## config.mk

```make
export PLATFORM = sky130hd
export DESIGN_NAME = serial_word_receiver_flat
export DESIGN_NICKNAME = d
export VERILOG_FILES = /design/src/rtl/serial_word_receiver_if.sv /design/src/rtl/serial_word_receiver.sv /design/src/flat_wrapper.sv
export SDC_FILE = /design/constraint.sdc
export NUM_CORES = 1
export LEC_CHECK = 0
export ABC_CLOCK_PERIOD_IN_PS = 3900
export CAP_MARGIN = 20
export CORE_AREA = 2 2 42 44
export DETAILED_ROUTE_END_ITERATION = 10
export DIE_AREA = 0 0 44 46
export GPL_TIMING_DRIVEN = 0
export HOLD_SLACK_MARGIN = 0.06
export PLACE_DENSITY = 0.81
export SLEW_MARGIN = 25
export SYNTH_ARGS = -nofsm -noshare
export SYNTH_HDL_FRONTEND = slang
export SYNTH_SLANG_ARGS = --single-unit
```

## constraint.sdc

```tcl
create_clock -name clk -period 3.9 [get_ports clk]
set_input_delay 0.975 -clock clk [delete_from_list [all_inputs] [get_ports clk]]
set_output_delay 0.975 -clock clk [all_outputs]
set_load 0.05 [all_outputs]
```

## src/rtl/serial_word_receiver_if.sv

```systemverilog
// Handshake and serial-line bundle between the link driver (master) and the
// serial_word_receiver (slave).
interface serial_word_receiver_if #(
  parameter int unsigned WIDTH = 4
);
  logic             sin;
  logic             sin_en;
  logic             lsb_first;
  logic [WIDTH-1:0] dout;
  logic             dout_valid;
  logic             dout_ready;
  logic             frame_err;
  logic             overrun;
  logic             busy;

  modport master (
    output sin, sin_en, lsb_first, dout_ready,
    input  dout, dout_valid, frame_err, overrun, busy
  );

  modport slave (
    input  sin, sin_en, lsb_first, dout_ready,
    output dout, dout_valid, frame_err, overrun, busy
  );
endinterface

```

## src/rtl/serial_word_receiver.sv

```systemverilog
// Framed serial receiver: start 0, WIDTH data bits, stop 1, sampled on sin_en.
// Delivers words over valid/ready and pulses frame_err / overrun.
module serial_word_receiver #(
  parameter int unsigned WIDTH = 4
) (
  input logic                  clk,
  input logic                  rst_n,
  serial_word_receiver_if.slave bus
);
  localparam int unsigned CNT_W = $clog2(WIDTH + 1);

  typedef enum logic [1:0] {S_IDLE, S_DATA, S_STOP} state_t;

  state_t             r_state, w_state_nx;
  logic [WIDTH-1:0]   r_sr, w_sr_nx;
  logic [CNT_W-1:0]   r_cnt, w_cnt_nx;
  logic               r_dir, w_dir_nx;
  logic [WIDTH-1:0]   r_dout, w_dout_nx;
  logic               r_valid, w_valid_nx;
  logic               r_ferr, w_ferr_nx;
  logic               r_ovr, w_ovr_nx;
  logic               r_busy, w_busy_nx;

  always_comb begin
    w_state_nx = r_state;
    w_sr_nx    = r_sr;
    w_cnt_nx   = r_cnt;
    w_dir_nx   = r_dir;
    w_dout_nx  = r_dout;
    w_valid_nx = r_valid & ~bus.dout_ready;
    w_ferr_nx  = 1'b0;
    w_ovr_nx   = 1'b0;
    if (bus.sin_en) begin
      case (r_state)
        S_IDLE: begin
          if (!bus.sin) begin
            w_state_nx = S_DATA;
            w_cnt_nx   = '0;
            w_dir_nx   = bus.lsb_first;
          end
        end
        S_DATA: begin
          if (r_dir) w_sr_nx = {bus.sin, r_sr[WIDTH-1:1]};
          else       w_sr_nx = {r_sr[WIDTH-2:0], bus.sin};
          w_cnt_nx = r_cnt + CNT_W'(1);
          if (r_cnt == CNT_W'(WIDTH - 1)) w_state_nx = S_STOP;
        end
        S_STOP: begin
          // A bad stop bit returns to IDLE without being reused as a start bit.
          w_state_nx = S_IDLE;
          if (!bus.sin) begin
            w_ferr_nx = 1'b1;
          end else if (!r_valid || bus.dout_ready) begin
            w_dout_nx  = r_sr;
            w_valid_nx = 1'b1;
          end else begin
            w_ovr_nx = 1'b1;
          end
        end
        default: w_state_nx = S_IDLE;
      endcase
    end
    w_busy_nx = (w_state_nx != S_IDLE);
  end

  always_ff @(posedge clk or negedge rst_n) begin
    if (!rst_n) begin
      r_state <= S_IDLE;
      r_sr    <= '0;
      r_cnt   <= '0;
      r_dir   <= 1'b0;
      r_dout  <= '0;
      r_valid <= 1'b0;
      r_ferr  <= 1'b0;
      r_ovr   <= 1'b0;
      r_busy  <= 1'b0;
    end else begin
      r_state <= w_state_nx;
      r_sr    <= w_sr_nx;
      r_cnt   <= w_cnt_nx;
      r_dir   <= w_dir_nx;
      r_dout  <= w_dout_nx;
      r_valid <= w_valid_nx;
      r_ferr  <= w_ferr_nx;
      r_ovr   <= w_ovr_nx;
      r_busy  <= w_busy_nx;
    end
  end

  assign bus.dout       = r_dout;
  assign bus.dout_valid = r_valid;
  assign bus.frame_err  = r_ferr;
  assign bus.overrun    = r_ovr;
  assign bus.busy       = r_busy;
endmodule

```

## src/flat_wrapper.sv

```systemverilog
// flat-port wrapper written by rule: the top's interface ports become plain ports
module serial_word_receiver_flat 
#(
  parameter int unsigned WIDTH = 4
)
  (clk, rst_n, bus_sin, bus_sin_en, bus_lsb_first, bus_dout_ready, bus_dout, bus_dout_valid, bus_frame_err, bus_overrun, bus_busy);
  serial_word_receiver_if #(.WIDTH(WIDTH)) bus_i ();
  input logic clk;
  input logic rst_n;
  input wire logic [$bits(bus_i.sin)-1:0] bus_sin;
  input wire logic [$bits(bus_i.sin_en)-1:0] bus_sin_en;
  input wire logic [$bits(bus_i.lsb_first)-1:0] bus_lsb_first;
  input wire logic [$bits(bus_i.dout_ready)-1:0] bus_dout_ready;
  output wire logic [$bits(bus_i.dout)-1:0] bus_dout;
  output wire logic [$bits(bus_i.dout_valid)-1:0] bus_dout_valid;
  output wire logic [$bits(bus_i.frame_err)-1:0] bus_frame_err;
  output wire logic [$bits(bus_i.overrun)-1:0] bus_overrun;
  output wire logic [$bits(bus_i.busy)-1:0] bus_busy;
  assign bus_i.sin = bus_sin;
  assign bus_i.sin_en = bus_sin_en;
  assign bus_i.lsb_first = bus_lsb_first;
  assign bus_i.dout_ready = bus_dout_ready;
  assign bus_dout = bus_i.dout;
  assign bus_dout_valid = bus_i.dout_valid;
  assign bus_frame_err = bus_i.frame_err;
  assign bus_overrun = bus_i.overrun;
  assign bus_busy = bus_i.busy;
  serial_word_receiver #(.WIDTH(WIDTH)) u_core (.clk(clk), .rst_n(rst_n), .bus(bus_i));
endmodule
```

Word level (Yosys, flattened, before mapping)
Index checks and enable logic that the tools add are counted.
{"block": "classes", "add_sub_neg": 1, "mul": 0, "div": 0, "order_cmp": 0, "eq_ne": 4, "shift": 0, "n_mux": 18, "bitwise": 3, "n_reduce_logical": 9}
{"operator": "$mux W1", "count": 11}
{"operator": "$mux W2", "count": 3}
{"operator": "$pmux W3 S2", "count": 1}
{"operator": "$reduce_and A3 Y1", "count": 2}
{"operator": "$mux W4", "count": 1}
{"operator": "$pmux W2 S2", "count": 1}
{"operator": "$reduce_and A4 Y1", "count": 1}
{"operator": "$reduce_bool A2 Y1", "count": 2}
{"operator": "$add A3 B1 Y3 const B", "count": 1}
{"operator": "$eq A3 B2 Y1 const B", "count": 1}
{"operator": "$mux W3", "count": 1}
{"operator": "$eq A2 B1 Y1 const B", "count": 1}
{"operator": "$eq A2 B2 Y1 const B", "count": 1}
{"operator": "$logic_not A2 Y1", "count": 1}
{"operator": "$ne A2 B2 Y1 const B", "count": 1}
{"operator": "$not A1 Y1", "count": 2}
{"operator": "$reduce_and A2 Y1", "count": 1}
{"operator": "$and A1 B1 Y1", "count": 1}
{"operator": "$logic_not A1 Y1", "count": 1}
{"operator": "$logic_or A1 B1 Y1", "count": 1}
{"block": "totals", "reg_bits": 18, "latch_bits": 0, "ramBits": 0, "romBits": 0, "output_inout_bits": 8, "word_cells": 44, "memories": 0}

Depth between registers and ports, before layout
Gate-level depths: netlist of the first run.
{"block": "depth", "word_depth": 6, "mapped_depth": 5, "ltp_nobuf": 5}

Worst setup path after synthesis of the first run
OpenSTA, ideal clock, no wires.
{"block": "synth_path", "path_type": "in2reg", "from": "input bus_sin_en", "to": "register u_core.r_dout[0] (netlist: u_core.bus.dout[0])", "setup_time_ns": 0.125, "arrival_ns": 1.754, "t_required_ns": 3.775, "setup_slack_ns": 2.021, "cell_stages": 4, "cell_sequence": "buf_2 nand4b_4 nor2b_4 mux2_4"}
{"block": "synth_via", "elab_chain_cells": 1}
{"element": "start, declared", "line_no": "flat_wrapper.sv:11", "source": "input wire logic [$bits(bus_i.sin_en)-1:0] bus_sin_en;"}
{"element": "$reduce_and A4 Y1 (no line)"}
{"element": "end signal, assigned", "line_no": "serial_word_receiver.sv:82", "source": "r_dout <= w_dout_nx;"}
{"element": "end, declared", "line_no": "serial_word_receiver.sv:18", "source": "logic [WIDTH-1:0] r_dout, w_dout_nx;"}
No other way between the ends.
A chain may end at the register's enable or synchronous reset.

Worst setup path after layout of the first run
{"block": "layout_path", "from": "register u_core.r_dout[0] (netlist: u_core.bus.dout[0])", "to": "output bus_dout[0]"}
{"element": "end, declared", "line_no": "flat_wrapper.sv:14", "source": "output wire logic [$bits(bus_i.dout)-1:0] bus_dout;"}
No word-level cell between the ends.

==> results of run 1 <==
registers in the layout (all words and copies together) (netlist names):
| signal | flops |
|---|---|
| u_core.bus.frame_err | 1 |
| u_core.r_sr | 4 |
| u_core.r_cnt | 3 |
| u_core.bus.overrun | 1 |
| u_core.bus.dout | 4 |
| u_core.r_state | 2 |
| u_core.bus.dout_valid | 1 |
| u_core.bus.busy | 1 |
| u_core.r_dir | 1 |
synth_stat cells, drive strengths merged:
master | n | area [um^2]
nor2b | 1 | 13.8
a22o | 1 | 8.76
nor4b | 1 | 15.0
nand3b | 1 | 7.51
mux2 | 6 | 82.6
dfrtp | 18 | 450
mux2i | 4 | 40.0
nor3 | 1 | 5.00
nand4b | 1 | 23.8
nand2 | 6 | 22.5
ha | 2 | 25.0
inv | 2 | 7.51
nand3 | 1 | 5.00
a21o | 1 | 7.51
o21ai | 5 | 25.0
nand2b | 2 | 12.5
or2 | 1 | 6.26
nor2 | 1 | 3.75
buf | 2 | 8.75
o2bb2ai | 2 | 17.5
and3b | 1 | 8.76
path summary, 6_finish.rpt:
| kind | endpoint | slack, ns | from |
|---|---|---|---|
| worst max register to register | u_core.bus.dout[3] | 2.59 | u_core.r_state[0] |
| max in group asynchronous | u_core.bus.busy | 2.28 | rst_n |
| worst min-delay path | u_core.r_cnt[2] | 0.50 | u_core.r_cnt[2] |
| worst max-delay path | bus_dout[0] | 1.44 | u_core.bus.dout[0] |
| worst min register to register | u_core.r_cnt[2] | 0.50 | u_core.r_cnt[2] |
| min in group asynchronous | u_core.bus.dout[3] | 1.12 | rst_n |
cells by family after synthesis:
group,after synthesis
buffers and inverters,4
adders and majority gates,2
and+or+nand+nor,17
DFF,18
AOI/OAI and AO/OA,9
muxes,10
cells in the final DEF (no fill, tap or decap), types with 2 or more instances in the layout:
master,netlist,routed
sky130_fd_sc_hd__ha_1,2,2
sky130_fd_sc_hd__o21ai_0,5,5
sky130_fd_sc_hd__inv_1,2,2
sky130_fd_sc_hd__clkbuf_4,0,3
sky130_fd_sc_hd__nand2b_1,2,2
sky130_fd_sc_hd__mux2_4,4,4
sky130_fd_sc_hd__dfrtp_1,18,18
sky130_fd_sc_hd__o2bb2ai_1,2,2
sky130_fd_sc_hd__nand2_1,6,6
sky130_fd_sc_hd__clkdlybuf4s50_1,0,12
sky130_fd_sc_hd__mux2i_1,4,4
sky130_fd_sc_hd__mux2_2,2,2
layout make-up:
cell class	instances	area [um^2]	share of cell area
multi-input cells	38	330	0.344
clock buffers	3	22.5	0.0234
flip-flops and latches	18	450	0.469
plain buffers	2	8.76	0.00911
inverters	2	7.51	0.00781
repair buffers	12	120	0.125
well taps	17	21.3	0.0221
through the flow:
| step | utilization | hold WS (ns) | power [uW] | worst slack, ns |
|---|---|---|---|---|
| floorplan | - | 0.456 | 508 | 2.02 |
| global placement | 0.581 | 0.474 | 579 | 1.46 |
| CTS | 0.595 | 0.503 | 684 | 1.43 |
| global route | 0.595 | 0.524 | 717 | 1.42 |
| detailed placement | 0.581 | 0.475 | 591 | 1.42 |
| finish | 0.595 | 0.501 | 675 | 1.44 |
power by group through the flow:
stage	registers, uW	clock network [uW]	logic (uW)
floorplan	369	0	139
global placement	304	0	275
detailed placement	307	0	284
CTS	303	95.6	285
global route	313	98.9	306
finish	303	91.1	281
layer usage:
metal	GRT usage	routed length (um)	share of wire	vias up
li1	-	-	-	242
met5	0	0	0	-
met4	0.109	35	0.028	0
met1	0.168	543	0.44	235
met3	0.0238	63	0.051	3
met2	0.224	591	0.48	14
==> flow_metrics.env, run 1 <==
export IMPL_routed_wirelength_um=1230
export IMPL_critical_path_class="reg -> out"
export IMPL_synth_mux_area_frac=0.154
export IMPL_final_cells=92
export IMPL_worstPathArrival_ns=1.49
export IMPL_crit_buf_inv=1
export IMPL_antenna_diode_count=0
export IMPL_clock_latency_ns=0.30
export IMPL_dpl_hpwl_um=919
export IMPL_post_route_period_util=0.631
export IMPL_seqPwrFrac=0.449
export IMPL_via_count_of_the_first_global_routing_pass=457
export IMPL_ys_ff_latch=18
export IMPL_rsz0062_at_grt="false"
export IMPL_hold_violations=0
export IMPL_startpoint_type="flop"
export IMPL_tightestPinTransition_ns=0.781
export IMPL_via_count=494
export IMPL_globalplace_congestion=0.667
export IMPL_critPathMaxFanout=2
export IMPL_netlist_instances=60
export IMPL_root_driver="sky130_fd_sc_hd__clkbuf_4"
export IMPL_placed_area_um2=938
export IMPL_cts_sinks=18
export IMPL_finish_instance_area_um2=961
export IMPL_holdCritPathClass="reg -> reg"
export IMPL_cell_area_after_technology_mapping_um2=797
export IMPL_path_depth=1
export IMPL_status="complete, no violations"
export IMPL_cts_inserted_buffers=3
export IMPL_hold_buffers=0
export IMPL_grt_antenna_before_repair=0
export IMPL_ioPinCount=14
export IMPL_p_int_uw=418
export IMPL_antenna_violating_nets_post_route=0
export IMPL_port_buffers=12
export IMPL_post_synth_num_cell_types=23
export IMPL_dpl_cell_count=89
export IMPL_irDropWorstVdd_mv=0.324
export IMPL_fillerInstances=136
export IMPL_worst_path_max_delay_cell="sky130_fd_sc_hd__clkdlybuf4s50_1"
export IMPL_rel_slew_slack=0.478
export IMPL_power_combinational_fraction=0.416
export IMPL_routed_wire_length_per_instance_um=13.4
export IMPL_die_height_um=46
export IMPL_share_of_the_synthesized_area_in_compound_gates_ao_oa_aoi_oai=0.0738
export IMPL_cp_top_family="buffers and inverters"
export IMPL_final_nets=85
export IMPL_tritoncts="yes"
export IMPL_grt_start_max_net_pins=19
export IMPL_wire_length_of_the_first_global_routing_pass_um=1970
export IMPL_clock_tree_buffer_depth=2
export IMPL_start_util=0.494
export IMPL_switching_power_uw=257
export IMPL_synthXorXnorAreaFrac=0
export IMPL_post_detailed_route_via_to_cell_ratio=5.37
export IMPL_share_clk_of_total_power=0.135
export IMPL_drt_pass1_iter_count=4
export IMPL_timing_critical_path_required_ns=2.92
export IMPL_pwr_density_cell_mw_per_mm2=702
export IMPL_crit_chain="clkdlybuf4s50_1"
export IMPL_fmax_mhz=406
export IMPL_area_growth_pct=20.6
export IMPL_placement_rows=15
export IMPL_synth_simple_area_share=0.155
export IMPL_die_width_um=44
export IMPL_sw_frac_of_total=0.381
export IMPL_critical_path_max_stage_delay_ns=0.82
export IMPL_htree_levels=1
export IMPL_synth_top_family_by_area="simple AND/OR/NAND/NOR gates"
export IMPL_syn_nets=68
export IMPL_min_period_ns=2.46
export IMPL_post_cts_setup_buffer_count=0
export IMPL_drt_drc_violations_left=0
export IMPL_core_area_mm2=0.00161
export IMPL_grt_use_total=0.140
export IMPL_worstRegToRegCells=3
export IMPL_post_synth_fa_ha_maj_area_fraction=0.0314
export IMPL_power_static_leakage_uw=0.000449
export IMPL_die_area_mm2=0.00202
export IMPL_totalNegativeSetupSlack_ns=0
export IMPL_syn_area_per_cell_um2=13.3
export IMPL_worst_clock_skew_ns=0.00748
export IMPL_grt_overflow_total=0
export IMPL_critPathCaptureType="primary output"
export IMPL_detail_route_iter0_violations=3
export IMPL_drv_slew=0
export IMPL_layout_drive_gt1_share=0.173
export IMPL_cts_resized=0
export IMPL_clk_pin_slew_worst_paths_ns=0.10
export IMPL_total_of_endpoints_with_negative_setup_slack_in_the_final_report=0
export IMPL_timing_hold_worst_path_depth=1
export IMPL_max_capacitance_violation_count=0
export IMPL_synth_warnings=0
export IMPL_yosysSeqAreaShare=0.565
(Power assumes the default switching activity.)
==> inputs of run 2 (changes only) <==
--- a/config.mk
+++ b/config.mk
@@ -5,14 +5,14 @@
 export SDC_FILE = /design/constraint.sdc
 export NUM_CORES = 1
 export LEC_CHECK = 0
-export ABC_CLOCK_PERIOD_IN_PS = 3900
+export ABC_CLOCK_PERIOD_IN_PS = 2200
 export CAP_MARGIN = 20
-export CORE_AREA = 2 2 42 44
+export CORE_AREA = 2 2 46 48
 export DETAILED_ROUTE_END_ITERATION = 10
-export DIE_AREA = 0 0 44 46
+export DIE_AREA = 0 0 48 50
 export GPL_TIMING_DRIVEN = 0
 export HOLD_SLACK_MARGIN = 0.06
-export PLACE_DENSITY = 0.81
+export PLACE_DENSITY = 0.72
 export SLEW_MARGIN = 25
 export SYNTH_ARGS = -nofsm -noshare
 export SYNTH_HDL_FRONTEND = slang
==> constraint.sdc (replaced) <==
create_clock -name clk -period 2.2 [get_ports clk]
set_input_delay 0.55 -clock clk [delete_from_list [all_inputs] [get_ports clk]]
set_output_delay 0.55 -clock clk [all_outputs]
set_load 0.05 [all_outputs]
==> run 2 against run 1 <==
Net effect:
- register-to-register slack worse by 1.7 ns
- global-route usage is 0.062 points higher
- total power is 78% higher
- critical path depth stayed put
- cell count is 11% higher
- via count is 3.6% higher
- clock skew is 0.0032 ns lower
- die area is 19% higher
- critical endpoint is now bus_dout[2]
- highest routed layer unchanged
==> flow_metrics.env, run 2 (synthesis gave the netlist of run 1 again) <==
export IMPL_rsz0062_at_grt="false"
export IMPL_via_count_of_the_first_global_routing_pass=532
export IMPL_fmax_mhz=498
export IMPL_grt_use_total=0.141
export IMPL_drt_drc_violations_left=0
export IMPL_layout_drive_gt1_share=0.173
export IMPL_grt_antenna_before_repair=0
export IMPL_rel_slew_slack=0.485
export IMPL_worstReg2RegStart="u_core.r_state[0]"
export IMPL_timing_hold_worst_path_depth=1
export IMPL_cp_top_family="buffers and inverters"
export IMPL_share_clk_of_total_power=0.133
export IMPL_post_cts_setup_buffer_count=0
export IMPL_die_height_um=50
export IMPL_timing_critical_path_required_ns=1.65
export IMPL_core_area_mm2=0.00190
export IMPL_dpl_cell_count=99
export IMPL_crit_buf_inv=1
export IMPL_drt_pass1_iter_count=4
export IMPL_cts_sinks=18
export IMPL_via_count=512
export IMPL_hold_violations=0
export IMPL_root_driver="sky130_fd_sc_hd__clkbuf_4"
export IMPL_cts_inserted_buffers=3
export IMPL_grt_overflow_total=0
export IMPL_clock_latency_ns=0.29
export IMPL_hold_buffers=0
export IMPL_crit_chain="clkdlybuf4s50_1"
export IMPL_area_growth_pct=22.1
export IMPL_min_period_ns=2.01
export IMPL_critPathMaxFanout=2
export IMPL_post_route_period_util=0.912
export IMPL_critical_path_max_stage_delay_ns=0.80
export IMPL_start_util=0.419
export IMPL_die_width_um=48
export IMPL_globalplace_congestion=0.703
export IMPL_max_capacitance_violation_count=0
export IMPL_path_depth=1
export IMPL_tritoncts="yes"
export IMPL_final_cells=102
export IMPL_worst_clock_skew_ns=0.00429
export IMPL_totalNegativeSetupSlack_ns=0
export IMPL_critPathLaunch="u_core.bus.dout[2]"
export IMPL_holdCritPathClass="reg -> reg"
export IMPL_power_combinational_fraction=0.417
export IMPL_drv_slew=0
export IMPL_irDropWorstVdd_mv=0.654
export IMPL_final_nets=85
export IMPL_die_area_mm2=0.00240
export IMPL_power_static_leakage_uw=0.000449
export IMPL_grt_start_max_net_pins=19
export IMPL_final_cell_mix="18 x sky130_fd_sc_hd__dfrtp_1, 12 x sky130_fd_sc_hd__clkdlybuf4s50_1, 6 x sky130_fd_sc_hd__nand2_1"
export IMPL_placement_rows=16
export IMPL_critical_path_endpoint="bus_dout[2]"
export IMPL_pwr_density_cell_mw_per_mm2=1240
export IMPL_startpoint_type="flop"
export IMPL_timing_reg2reg_setup_slack_ns=0.87
export IMPL_routed_wire_length_per_instance_um=13.2
export IMPL_htree_levels=1
export IMPL_worstPathArrival_ns=1.46
export IMPL_antenna_violating_nets_post_route=0
export IMPL_sw_frac_of_total=0.384
export IMPL_switching_power_uw=462
export IMPL_ioPinCount=14
export IMPL_fillerInstances=175
export IMPL_antenna_diode_count=0
export IMPL_port_buffers=12
export IMPL_status="complete, no violations"
export IMPL_worst_path_max_delay_cell="sky130_fd_sc_hd__clkdlybuf4s50_1"
export IMPL_worstRegToRegCells=3
export IMPL_critical_path_reg2reg_endpoint="u_core.bus.dout[3]"
export IMPL_p_int_uw=742
export IMPL_tightestPinTransition_ns=0.770
export IMPL_total_of_endpoints_with_negative_setup_slack_in_the_final_report=0
export IMPL_layout_commonest_cell="sky130_fd_sc_hd__dfrtp_1"
export IMPL_cts_resized=0
export IMPL_dpl_hpwl_um=1040
export IMPL_wire_length_of_the_first_global_routing_pass_um=2300
export IMPL_seqPwrFrac=0.450
export IMPL_clk_pin_slew_worst_paths_ns=0.10
export IMPL_critical_path_class="reg -> out"
export IMPL_detail_route_iter0_violations=6
export IMPL_clock_tree_buffer_depth=2
export IMPL_routed_wirelength_um=1350
export IMPL_post_detailed_route_via_to_cell_ratio=5.02
export IMPL_critPathCaptureType="primary output"
-- run 2: cell counts in the layout (fill, tap and decap cells not counted) --
Identical to the previous run, type by type.
-- run 2: area by class of cell --
| type | count | area (um^2) | area share |
|---|---|---|---|
| Clock buffer | 3 | 22.5 | 0.0231 |
| Buffer | 2 | 8.76 | 0.00900 |
| Tap cell | 27 | 33.8 | 0.0347 |
| Sequential cell | 18 | 450 | 0.463 |
| Inverter | 2 | 7.51 | 0.00771 |
| Timing Repair Buffer | 12 | 120 | 0.123 |
| Multi-Input combinational cell | 38 | 330 | 0.339 |
-- run 2: metal layers --
layer | GRT usage | wire length [um]
met5 | 0 | 0
met4 | 0.0946 | 47
met3 | 0.0330 | 62
met1 | 0.166 | 563
met2 | 0.216 | 675
-- run 2: how the worst min path moves through the flow --
stage	start	slack, ns	end
CTS	u_core.bus.dout[0]	0.53	u_core.bus.dout[0]
detailed placement	u_core.r_cnt[2]	0.50	u_core.r_cnt[2]
finish	u_core.r_cnt[2]	0.52	u_core.r_cnt[2]
global route	u_core.bus.dout[1]	0.54	u_core.bus.dout[1]
floorplan	rst_n	0.25	u_core.bus.busy
global placement	u_core.r_cnt[2]	0.48	u_core.r_cnt[2]
-- run 2: power groups by stage --
stage                     Combinational [uW]  Clock, uW  Sequential, uW
after floorplan                          246          0             654
after global placement                   490          0             537
after detailed placement                 511          0             550
after CTS                                510        166             543
after global routing                     547        179             559
final                                    502        160             542
-- run 2: metrics by stage --
step	setup WS [ns]	area, um^2	utilization	total power (uW)	hold WS (ns)
after global placement	0.157	951	0.500	1030	0.475
after detailed placement	0.145	951	0.500	1060	0.501
after global routing	0.133	973	0.512	1280	0.540
after CTS	0.177	973	0.512	1220	0.526
final	0.193	973	0.512	1200	0.519
after floorplan	0.746	797	-	900	0.254
==> inputs of run 3 (changes only) <==
--- a/config.mk
+++ b/config.mk
@@ -7,12 +7,12 @@
 export LEC_CHECK = 0
 export ABC_CLOCK_PERIOD_IN_PS = 2200
 export CAP_MARGIN = 20
-export CORE_AREA = 2 2 46 48
+export CORE_AREA = 2 2 51 53
 export DETAILED_ROUTE_END_ITERATION = 10
-export DIE_AREA = 0 0 48 50
+export DIE_AREA = 0 0 53 55
 export GPL_TIMING_DRIVEN = 0
 export HOLD_SLACK_MARGIN = 0.06
-export PLACE_DENSITY = 0.72
+export PLACE_DENSITY = 0.6
 export SLEW_MARGIN = 25
 export SYNTH_ARGS = -nofsm -noshare
 export SYNTH_HDL_FRONTEND = slang
==> run 3 against run 2 <==
Net effect:
- sequential share of layout area is 0.82 points lower
- core utilization is 9.3 points lower
- clock-buffer cell count is 1 higher
- global-route usage is 3.5 points lower
- fmax is 0.53% lower
- die area is 21% higher
- first-iteration DRC count stayed put
- via count is 3.3% lower
- non-clock buffer count stayed put
- total power is 2.5% higher
- wire length is 9.7% lower
- critical path type unchanged
- critical path depth stayed put
==> flow_metrics.env, run 3 (synthesis gave the netlist of run 1 again) <==
export IMPL_placement_rows=18
export IMPL_post_cts_setup_buffer_count=0
export IMPL_status="complete, no violations"
export IMPL_fin_hold_ws_ns=0.497
export IMPL_worstPathArrival_ns=1.47
export IMPL_worst_clock_skew_ns=0.00165
export IMPL_layout_drive_gt1_share=0.184
export IMPL_timing_reg2reg_setup_slack_ns=0.88
export IMPL_fin_total_pwr_uw=1230
export IMPL_min_period_ns=2.02
export IMPL_critPathCaptureType="primary output"
export IMPL_finish_instance_area_um2=991
export IMPL_drt_drc_violations_left=0
export IMPL_dpl_hpwl_um=917
export IMPL_critical_path_max_stage_delay_ns=0.81
export IMPL_via_count_of_the_first_global_routing_pass=492
export IMPL_via_count=495
export IMPL_worstReg2RegStart="u_core.r_state[0]"
export IMPL_worst_path_max_delay_cell="sky130_fd_sc_hd__clkdlybuf4s50_1"
export IMPL_rsz0062_at_grt="false"
export IMPL_path_depth=1
export IMPL_cts_inserted_buffers=3
export IMPL_port_buffers=12
export IMPL_clk_pin_slew_worst_paths_ns=0.10
export IMPL_tritoncts="yes"
export IMPL_p_int_uw=777
export IMPL_cts_sinks=18
export IMPL_drt_pass1_iter_count=4
export IMPL_power_combinational_fraction=0.400
export IMPL_die_width_um=53
export IMPL_dpl_cell_count=102
export IMPL_ioPinCount=14
export IMPL_routed_wirelength_um=1220
export IMPL_cts_resized=0
export IMPL_hold_violations=0
export IMPL_crit_buf_inv=1
export IMPL_seqPwrFrac=0.435
export IMPL_routed_wire_length_per_instance_um=11.5
export IMPL_htree_levels=1
export IMPL_startpoint_type="flop"
export IMPL_pwr_density_cell_mw_per_mm2=1240
export IMPL_wire_length_of_the_first_global_routing_pass_um=2130
export IMPL_area_growth_pct=24.3
export IMPL_cp_top_family="buffers and inverters"
export IMPL_post_route_period_util=0.917
export IMPL_post_detailed_route_via_to_cell_ratio=4.67
export IMPL_critical_path_reg2reg_endpoint="u_core.bus.dout[2]"
export IMPL_fmax_mhz=496
export IMPL_critPathLaunch="u_core.bus.dout[1]"
export IMPL_antenna_diode_count=0
export IMPL_globalplace_congestion=0.685
export IMPL_total_of_endpoints_with_negative_setup_slack_in_the_final_report=0
export IMPL_grt_antenna_before_repair=0
export IMPL_worstRegToRegCells=3
export IMPL_clock_tree_buffer_depth=2
export IMPL_grt_start_max_net_pins=19
export IMPL_critPathMaxFanout=2
export IMPL_root_driver="sky130_fd_sc_hd__clkbuf_4"
export IMPL_critical_path_endpoint="bus_dout[1]"
export IMPL_totalNegativeSetupSlack_ns=0
export IMPL_timing_critical_path_required_ns=1.65
export IMPL_die_height_um=55
export IMPL_final_cells=106
export IMPL_core_area_mm2=0.00236
export IMPL_max_capacitance_violation_count=0
export IMPL_holdCritPathClass="reg -> reg"
export IMPL_layout_commonest_cell="sky130_fd_sc_hd__dfrtp_1"
export IMPL_detail_route_iter0_violations=6
export IMPL_switching_power_uw=457
export IMPL_final_nets=85
export IMPL_clock_latency_ns=0.29
export IMPL_irDropWorstVdd_mv=0.473
export IMPL_die_area_mm2=0.00292
export IMPL_rel_slew_slack=0.476
export IMPL_antenna_violating_nets_post_route=0
export IMPL_start_util=0.337
export IMPL_sw_frac_of_total=0.370
export IMPL_crit_chain="clkdlybuf4s50_1"
export IMPL_share_clk_of_total_power=0.165
export IMPL_critical_path_class="reg -> out"
export IMPL_final_cell_mix="18 x sky130_fd_sc_hd__dfrtp_1, 12 x sky130_fd_sc_hd__clkdlybuf4s50_1, 6 x sky130_fd_sc_hd__nand2_1"
export IMPL_drv_slew=0
export IMPL_grt_overflow_total=0
export IMPL_hold_buffers=0
export IMPL_tightestPinTransition_ns=0.784
export IMPL_placed_area_um2=955
export IMPL_grt_use_total=0.106
export IMPL_power_static_leakage_uw=0.000456
==> run 3: cell types whose count changed in the layout (fill, tap and decap cells not counted), sizes merged <==
cell    before  now
clkbuf       3    4
==> run 3: layout make-up <==
cell class	instances	area, um^2
plain buffers	2	8.76
clock buffers	4	36.3
fillers	226	1370
inverters	2	7.51
multi-input cells	38	330
flip-flops and latches	18	450
well taps	30	37.5
repair buffers	12	120
==> run 3: stage by stage <==
step | utilization | worst slack (ns)
after detailed placement | 0.404 | 0.156
after global placement | 0.404 | 0.174
after CTS | 0.419 | 0.170
final | 0.419 | 0.182
after floorplan | - | 0.746
after global routing | 0.419 | 0.128
==> run 3: worst min path at each step <==
stage | start | endpoint | slack [ns] | depth (start not counted)
2_1_floorplan | rst_n | u_core.bus.busy | 0.25 | 0
3_3_place_gp | u_core.r_cnt[2] | u_core.r_cnt[2] | 0.48 | 1
3_5_place_dp | u_core.r_cnt[2] | u_core.r_cnt[2] | 0.47 | 1
4_1_cts | u_core.r_cnt[2] | u_core.r_cnt[2] | 0.50 | 1
5_1_grt | u_core.bus.dout[2] | u_core.bus.dout[2] | 0.54 | 1
6_report | u_core.r_cnt[2] | u_core.r_cnt[2] | 0.50 | 1
==> run 3: power by group through the flow <==
stage | logic, uW | clock network (uW) | registers (uW)
finish | 493 | 203 | 537
detailed placement | 499 | 0 | 545
CTS | 500 | 210 | 538
floorplan | 246 | 0 | 654
global route | 541 | 228 | 556
global placement | 492 | 0 | 540
==> run 3: metal layers <==
layer  global-route usage  wire length, um  vias up
li1                     -                -      242
met2                0.156              550       11
met4               0.0641               12        0
met3               0.0269               68        2
met5                    0                0        -
met1                0.141              586      240
